<file path="src/rtl/spi_master_arb.sv">
// spi_master_arb: round-robin arbiter/sequencer sharing one spi_master
// between NREQ register-bus requesters. Each transaction is latched at
// grant and issued with a one-cycle start pulse. The arbiter then waits
// for the master's sticky done flag to clear and set again, and answers
// the requester with a one-cycle ack.
// Optional build macro SPI_ARB_TIMEOUT_EN adds a per-transaction timeout
// that forces a response with rsp_err = 1.
module spi_master_arb #(
  parameter int          NREQ        = 4,
  parameter logic [19:0] TIMEOUT_CYC = 20'd200000
) (
  input  logic                 clock,
  input  logic                 n_reset,
  input  logic [NREQ-1:0]      req,
  input  logic [NREQ-1:0]      req_rw,
  input  logic [8*NREQ-1:0]    req_addr,
  input  logic [8*NREQ-1:0]    req_wdata,
  input  logic [9:0]           cfg_freq,
  output logic [NREQ-1:0]      ack,
  output logic [7:0]           rsp_rdata,
  output logic                 rsp_err,
  output logic                 busy,
  output logic                 spi_start_wr,
  output logic                 spi_start_re,
  output logic [7:0]           spi_addr,
  output logic [7:0]           spi_wdata,
  output logic [9:0]           spi_freq,
  input  logic                 spi_done,
  input  logic [7:0]           spi_rdata
);

  localparam int GW = (NREQ > 1) ? $clog2(NREQ) : 1;

  typedef enum logic [2:0] {IDLE, ISSUE, WAIT_CLR, WAIT_DONE, RESP} state_t;

  state_t          state, state_nxt;
  logic [GW-1:0]   last_gnt, last_gnt_nxt;
  logic            spi_rw, rw_nxt;
  logic [7:0]      addr_nxt, wdata_nxt, rdata_nxt;
  logic [9:0]      freq_nxt;
  logic [NREQ-1:0] ack_nxt;
  logic            start_wr_nxt, start_re_nxt, busy_nxt;
  logic            timeout, to_hit;
  logic            found;
  logic [GW-1:0]   pick;
  int              rr_idx;

  // Round-robin search: first pending request after the last grant, wrapping.
  always_comb begin
    found  = 1'b0;
    pick   = '0;
    rr_idx = 0;
    for (int k = 1; k <= NREQ; k++) begin
      rr_idx = (int'(last_gnt) + k) % NREQ;
      if (!found && req[GW'(rr_idx)]) begin
        found = 1'b1;
        pick  = GW'(rr_idx);
      end
    end
  end

`ifdef SPI_ARB_TIMEOUT_EN
  logic [19:0] to_cnt;

  // Per-transaction cycle counter: cleared when a transaction is issued, runs while waiting on the master.
  always_ff @(posedge clock or negedge n_reset) begin
    if (!n_reset)
      to_cnt <= '0;
    else if (state_nxt == ISSUE)
      to_cnt <= '0;
    else if (state == WAIT_CLR || state == WAIT_DONE)
      to_cnt <= to_cnt + 20'd1;
  end

  assign timeout = (state == WAIT_CLR || state == WAIT_DONE) && (to_cnt >= TIMEOUT_CYC);

  // Error flag registered alongside ack so it is valid in the ack cycle.
  always_ff @(posedge clock or negedge n_reset) begin
    if (!n_reset)
      rsp_err <= 1'b0;
    else
      rsp_err <= to_hit;
  end
`else
  assign timeout = 1'b0;
  assign rsp_err = 1'b0;
`endif

  // Next-state logic and next values of every registered output.
  always_comb begin
    state_nxt    = state;
    last_gnt_nxt = last_gnt;
    rw_nxt       = spi_rw;
    addr_nxt     = spi_addr;
    wdata_nxt    = spi_wdata;
    freq_nxt     = spi_freq;
    to_hit       = 1'b0;
    case (state)
      IDLE: begin
        if (found) begin
          state_nxt    = ISSUE;
          last_gnt_nxt = pick;
          rw_nxt       = req_rw[pick];
          addr_nxt     = req_addr[int'(pick)*8 +: 8];
          wdata_nxt    = req_wdata[int'(pick)*8 +: 8];
          freq_nxt     = cfg_freq;
        end
      end
      ISSUE:     state_nxt = WAIT_CLR;
      WAIT_CLR: begin
        // done is sticky from the previous transfer; wait for the master to clear it
        if (timeout) begin
          state_nxt = RESP;
          to_hit    = 1'b1;
        end else if (!spi_done) begin
          state_nxt = WAIT_DONE;
        end
      end
      WAIT_DONE: begin
        if (spi_done) begin
          state_nxt = RESP;
        end else if (timeout) begin
          state_nxt = RESP;
          to_hit    = 1'b1;
        end
      end
      RESP:      state_nxt = IDLE;
      default:   state_nxt = IDLE;
    endcase

    start_wr_nxt = (state_nxt == ISSUE) && rw_nxt;
    start_re_nxt = (state_nxt == ISSUE) && !rw_nxt;
    busy_nxt     = (state_nxt != IDLE);
    ack_nxt      = (state_nxt == RESP) ? (NREQ'(1) << last_gnt_nxt) : '0;
    rdata_nxt    = (state_nxt == RESP && !spi_rw && !to_hit) ? spi_rdata : 8'h00;
  end

  // State, grant pointer and all registered outputs; reset aborts any transaction.
  always_ff @(posedge clock or negedge n_reset) begin
    if (!n_reset) begin
      state        <= IDLE;
      last_gnt     <= GW'(NREQ - 1);
      spi_rw       <= 1'b0;
      spi_addr     <= '0;
      spi_wdata    <= '0;
      spi_freq     <= '0;
      spi_start_wr <= 1'b0;
      spi_start_re <= 1'b0;
      busy         <= 1'b0;
      ack          <= '0;
      rsp_rdata    <= '0;
    end else begin
      state        <= state_nxt;
      last_gnt     <= last_gnt_nxt;
      spi_rw       <= rw_nxt;
      spi_addr     <= addr_nxt;
      spi_wdata    <= wdata_nxt;
      spi_freq     <= freq_nxt;
      spi_start_wr <= start_wr_nxt;
      spi_start_re <= start_re_nxt;
      busy         <= busy_nxt;
      ack          <= ack_nxt;
      rsp_rdata    <= rdata_nxt;
    end
  end

endmodule

</file>
<file path="config.mk">
export PLATFORM = sky130hd
export DESIGN_NAME = spi_master_arb
export DESIGN_NICKNAME = d
export VERILOG_FILES = /design/src/rtl/spi_master_arb.sv
export SDC_FILE = /design/constraint.sdc
export NUM_CORES = 1
export LEC_CHECK = 0
export ABC_AREA = 1
export CORE_MARGIN = 4
export CORE_UTILIZATION = 37
export DETAILED_ROUTE_END_ITERATION = 7
export GPL_TIMING_DRIVEN = 0
export PLACE_DENSITY = 0.77
export REMOVE_ABC_BUFFERS = 1
export SETUP_SLACK_MARGIN = 0.3
export SYNTH_ARGS = -nofsm -noshare
export SYNTH_HDL_FRONTEND = slang
export SYNTH_SLANG_ARGS = --single-unit
</file>
<file path="constraint.sdc">
create_clock -name clock -period 2 [get_ports clock]
set_clock_uncertainty 0.05 [all_clocks]
set_input_delay 0.3 -clock clock [delete_from_list [all_inputs] [get_ports clock]]
set_output_delay 0.3 -clock clock [all_outputs]
set_load 0.05 [all_outputs]
</file>
# After elaboration in Yosys (flattened, before gate mapping)
# Index checks and enable logic that the tools add are counted.
totals:
  reg_bits: 47
  output_inout_bits: 42
  elab_cells: 74
op_classes:
  n_addsub: 4
  order_cmp: 5
  n_eq_ne: 5
  shift: 3
  mux: 32
  reduce_logical: 14
ops:
  columns: ["op", "n"]
  rows:
  - ["$shiftx 32x6->8", 2]
  - ["$lt 2x4->1 const B", 4]
  - ["$mux 1", 15]
  - ["$mux 2", 6]
  - ["$pmux 3 s4", 1]
  - ["$bmux 1 s2", 5]
  - ["$mux 3", 3]
  - ["$mux 8", 1]
  - ["$eq 3x1->1 const B", 2]
  - ["$eq 3x2->1 const B", 2]
  - ["$logic_and 1x1->1", 6]
  - ["$logic_not 1->1", 5]
  - ["$add 2x1->2 const B", 2]
  - ["$add 2x2->2 const B", 2]
  - ["$mux 4", 1]
  - ["$shl 1x2->4 const A", 1]
  - ["$eq 3x3->1 const B", 1]
  - ["$logic_not 3->1", 1]
  - ["$lt 2x3->1 const B", 1]
  - ["$reduce_bool 3->1", 1]
  - ["$reduce_and 2->1", 1]

# Logic depth before layout (Yosys ltp)
logic_depth:
  word_depth: 20
  mapped_depth: 19
  mapped_depth_nobuf: 17

# Worst setup path after synthesis
# OpenSTA, ideal clock, no wires.
synth_timing:
  path_type: "register to register"
  start: "register last_gnt[0]"
  end: "register spi_rw"
  setup_ns: 0.113
  t_arrival_ns: 1.897
  t_required_ns: 1.837
  path_slack_ns: -0.060
  stages_incl_launch_ff: 18
  n_path_buf: 2
  path_cell_list: "dfstp_2 buf_4 inv_6 nand2_1 nand2_1 nand2_4 nand2_4 nor2_8 inv_4 nor2_8 nand3_2 nand2_2 buf_6 nand2_1 nand3_1 nand3_2 nand2_1 inv_1"
synth_between:
  elab_chain_cells: 18
  elab_cells_between_ends: 34
  classes_between: "add/sub: 4; mux: 24; reduce/logical: 6"
synth_rtl:
  columns: ["element", "line", "rtl"]
  rows:
  - ["from (decl)", "37", "logic [GW-1:0] last_gnt, last_gnt_nxt;"]
  - ["from (signal assigned)", "142", "last_gnt <= GW'(NREQ - 1);"]
  - ["from (signal assigned)", "154", "last_gnt <= last_gnt_nxt;"]
  - ["$add 2x1->2", "54", "rr_idx = (int'(last_gnt) + k) % NREQ;"]
  - ["$bmux 1 s2", "55", "if (!found && req[GW'(rr_idx)]) begin"]
  - ["$mux 1 (not written as such) (2 in a row)", "55", null]
  - ["$mux 1", "55", null]
  - ["$logic_not 1->1", "55", null]
  - ["$logic_and 1x1->1", "55", null]
  - ["$mux 1", "55", null]
  - ["$logic_not 1->1", "55", null]
  - ["[2 not listed]", null, null]
  - ["$logic_not 1->1", "55", null]
  - ["$logic_and 1x1->1", "55", null]
  - ["$mux 2", "55", null]
  - ["$bmux 1 s2", "103", "rw_nxt = req_rw[pick];"]
  - ["$mux 1 (not written as such)", "103", null]
  - ["$mux 1 *", "100", "if (found) begin"]
  - ["$mux 1 *", "98", "case (state)"]
  - ["net rw_nxt", "38", "logic spi_rw, rw_nxt;"]
  - ["to (signal assigned)", "155", "spi_rw <= rw_nxt;"]
  - ["to (decl)", "38", null]
# The timed path passes the listed nets; every way through them passes the cells marked *. The select of a mux whose other input is x is not followed.
# A chain may end at the register's enable or synchronous reset.

# Final worst setup path
layout_timing:
  start: "register last_gnt[0]"
  end: "register spi_addr[1]"
layout_between:
  elab_chain_cells: 15
  elab_cells_between_ends: 32
  classes_between: "add/sub: 4; shift: 1; mux: 20; reduce/logical: 7"
layout_rtl:
  columns: ["element", "line", "rtl"]
  rows:
  - ["$add 2x1->2", "54", null]
  - ["$bmux 1 s2", "55", null]
  - ["$mux 1 (not written as such) (2 in a row)", "55", null]
  - ["$mux 1", "55", null]
  - ["$logic_not 1->1", "55", null]
  - ["$logic_and 1x1->1", "55", null]
  - ["$mux 1", "55", null]
  - ["$logic_not 1->1", "55", null]
  - ["$logic_and 1x1->1", "55", null]
  - ["$mux 1", "55", null]
  - ["$logic_not 1->1", "55", null]
  - ["$logic_and 1x1->1", "55", null]
  - ["$mux 2 or $mux 1 (tied branches)", "55", null]
  - ["$shiftx 32x6->8 or $reduce_and 2->1 (tied branches)", null, null]
  - ["to (signal assigned)", "156", "spi_addr <= addr_nxt;"]
  - ["to (decl)", "25", "output logic [7:0] spi_addr,"]
# Several ways; a longest one is shown, not always the timed one. The select of a mux whose other input is x is not followed.

==> results_dict.tcl <==
set metrics [dict create \
    worst_ep_required_time_ps 2190 \
    report.final.setup_viol 37 \
    pin_count 135 \
    clockRootBuffer "sky130_fd_sc_hd__clkbuf_8" \
    post_synth_num_cell_types 29 \
    port_buffers 133 \
    final_nets 666 \
    synth_area_per_cell_um2 7.19 \
    maxClockFrequency_ghz 0.423 \
    synth_mux_area_frac 0 \
    synth-seq-area-share 0.420 \
    synthCells 390 \
    post_synth_xor_area_fraction 0 \
    cts.sink_count 47 \
    share_of_the_clock_period_used_by_the_worst_path 1.18 \
    via_count_of_the_first_global_routing_pass 3195 \
    remaining_drc_errors 0 \
    synth_seq_cells 47 \
    fp-row-count 31 \
    worst_slack_ps -362 \
    grt_first_pass_wirelength_um 15000 \
    drt.antenna.violating_nets 0 \
    drt_first_iter_violations 151 \
    slew_headroom 0.642 \
    cts_made_buffers 5 \
    final-seq-area_um2 1180 \
    tritoncts "yes" \
    synth.top_cell.area_share 0.402 \
    final.fill_count 582 \
    route.vias.total 3258 \
    cts.clk_slew.worst_paths_ps 90 \
    critPathCaptureType "flip-flop" \
    period_needed_ps 2360 \
    result_of_the_run "finished, violations left" \
    antennaDiodeCount 0 \
    multi_input_area_um2 1620 \
    worst_pin_slew_ps 539 \
    place_congestion 0.836 \
    ys_async_sr_fraction 1.00 \
    slew_viol_final 0 \
    leading_cell_type_in_the_layout_fill_and_taps_excluded "sky130_fd_sc_hd__nand2_1" \
    wire_per_inst_um 15.8 \
    finalWirelength_um 10600 \
    mostFrequentLayoutCells "140 x sky130_fd_sc_hd__nand2_1, 91 x sky130_fd_sc_hd__clkdlybuf4s50_1, 50 x sky130_fd_sc_hd__inv_1" \
    die_area_um2 9030 \
    die_width_um 95.1 \
    avgViaCountPerCell 4.84 \
    final-hold-violation-count 0 \
    synth_top_cells_by_area "sky130_fd_sc_hd__dfrtp_1 40%, sky130_fd_sc_hd__nand2_1 22%, sky130_fd_sc_hd__inv_1 7.0%" \
    clock_path_buffers 2 \
    largest_area_contributor_in_the_synthesized_netlist "sky130_fd_sc_hd__dfrtp_1" \
    worstPathArrival_ps 2550 \
    grt_overflow_total 0 \
    worstSetupStartpointType "flip-flop" \
    drt_pre_antenna_iters 4 \
    grt_use_total 0.214 \
    dp_hpwl_um 6170 \
    dp_worst_setup_slack_ps -1340 \
    ys.flop_type "sky130_fd_sc_hd__dfrtp_1" \
    start_util 0.385 \
    rsz_0062_raised_after_global_routing "true" \
    htree_levels 2 \
    timing_worst_setup_path_type "reg -> reg" \
    area_delta_synth_final_pct 81.8 \
    pin_count_of_the_biggest_net_entering_global_routing 36 \
    grt_antenna_before_repair 0 \
    largest_family_of_logic_cells_by_synthesized_area "simple AND/OR/NAND/NOR gates" \
    layout_cells_sized_above_1 0.226 \
    synthesis.area_um2 2800 \
    max-cap-violations 0 \
    synth_edf_count 0 \
    worstSkewPairLatency_ps 290 \
    highest_net_fanout_along_the_worst_path 7 \
    area_inside_the_core_boundary_um2 7290 \
    violations "setup timing" \
    synth-warning-count 0 \
    die_h_um 95.1 \
    synth-adder-area-share 0 \
    synth_compound_area_frac 0.0308 \
    holdCritPathClass "in -> async" \
    yosys.area_share.simple 0.428 \
]
[state kept, by name, summed over array words and instances, names as in the netlist, 2 cells and up]
signal,count
state,3
spi_wdata,8
rsp_rdata,8
spi_freq,10
spi_addr,8
last_gnt,2
ack,4
[path summary, 6_finish.rpt]
check,from,slack (ps),cells past startpoint,endpoint
worst max register to register,last_gnt[0],-360,18,spi_addr[1]
max in group asynchronous,n_reset,950,3,last_gnt[0]
worst min register to register,spi_freq[8],430,2,spi_freq[8]
min in group clock,spi_freq[8],430,2,spi_freq[8]
worst max-delay path,last_gnt[0],-360,18,spi_addr[1]
worst min-delay path,n_reset,380,2,spi_wdata[2]
[layout make-up]
| type | instances | share of cell area |
|---|---|---|
| multi-input cells | 275 | 0.318 |
| repair buffers | 184 | 0.350 |
| repair inverters | 3 | 0.00417 |
| flip-flops and latches | 47 | 0.231 |
| well taps | 99 | 0.0243 |
| clock inverters | 2 | 0.0118 |
| clock buffers | 6 | 0.0142 |
| inverters | 57 | 0.0464 |
[metal layers]
layer / share of wire / GRT usage / up-vias
met3: 0.078 / 0.0560 / 26
met5: 0 / 0 / -
met4: 0.022 / 0.0625 / 0
met2: 0.51 / 0.382 / 141
li1: - / - / 1569
met1: 0.39 / 0.251 / 1522
[per-stage QoR]
step                      hold WS (ps)  instance area (um2)  setup TNS [ps]  cells  utilization
after floorplan                  -45.6                 2690          -16500    373            -
after global placement             411                 4150          -73110    605        0.568
after detailed placement           167                 4160          -42210    606        0.571
after CTS                          385                 4810           -7560    662        0.660
after global routing               408                 5100          -14630    673        0.699
final                              380                 5100          -10570    673        0.699
[what timing repair did]
item / CTS / global route
gates resized for setup: 78 / 41
buffers inserted: 39 / 10
setup endpoints to repair: 78 / 37
endpoints found under the hold margin: 12 / 0
pin swaps: 13 / 20
hold buffers: 1 / 0
gates cloned: 8 / 1
[kinds of logic (layout without fill, tap and decap cells)]
family	after synthesis	after routing
simple gates	255	261
buf+inv	74	252
flops	47	47
compound gates	13	13
other cells	1	1
[worst max-delay path, cell delays in order (launching register included)]
cell	delay, ps
sky130_fd_sc_hd__dfstp_2	640
sky130_fd_sc_hd__inv_6	80
sky130_fd_sc_hd__nand2_2	90
sky130_fd_sc_hd__nand2_4	70
sky130_fd_sc_hd__nand2_4	70
sky130_fd_sc_hd__nand2_4	70
sky130_fd_sc_hd__nor2_8	120
sky130_fd_sc_hd__inv_4	60
sky130_fd_sc_hd__nor2_8	150
sky130_fd_sc_hd__nand2_8	90
sky130_fd_sc_hd__nand2_8	130
sky130_fd_sc_hd__nand2_8	90
sky130_fd_sc_hd__buf_12	130
sky130_fd_sc_hd__buf_12	110
sky130_fd_sc_hd__nand2_1	50
sky130_fd_sc_hd__nand3_1	80
sky130_fd_sc_hd__nand2_1	90
sky130_fd_sc_hd__nand2_1	60
sky130_fd_sc_hd__nand2_1	60
[cell usage after synthesis, types with 2 or more instances]
library cell and instances:
sky130_fd_sc_hd__nor2_1 14, sky130_fd_sc_hd__nand3b_1 20, sky130_fd_sc_hd__inv_1 52, sky130_fd_sc_hd__nand3_1 38
sky130_fd_sc_hd__buf_2 4, sky130_fd_sc_hd__nand2_2 6, sky130_fd_sc_hd__nor2_4 2, sky130_fd_sc_hd__nand2_1 163
sky130_fd_sc_hd__clkbuf_1 2, sky130_fd_sc_hd__buf_6 2, sky130_fd_sc_hd__o21ai_1 2, sky130_fd_sc_hd__nor2_2 2
sky130_fd_sc_hd__nand3_2 2, sky130_fd_sc_hd__o211ai_1 6, sky130_fd_sc_hd__nor2_8 2, sky130_fd_sc_hd__a31oi_1 2
sky130_fd_sc_hd__dfrtp_1 45, sky130_fd_sc_hd__inv_2 3, sky130_fd_sc_hd__nand2_4 5, sky130_fd_sc_hd__dfstp_2 2
sky130_fd_sc_hd__buf_4 8
Power is left out: the tool's default activity adds up to more than one toggle a clock period on the data nets, which glitch-free logic cannot reach.
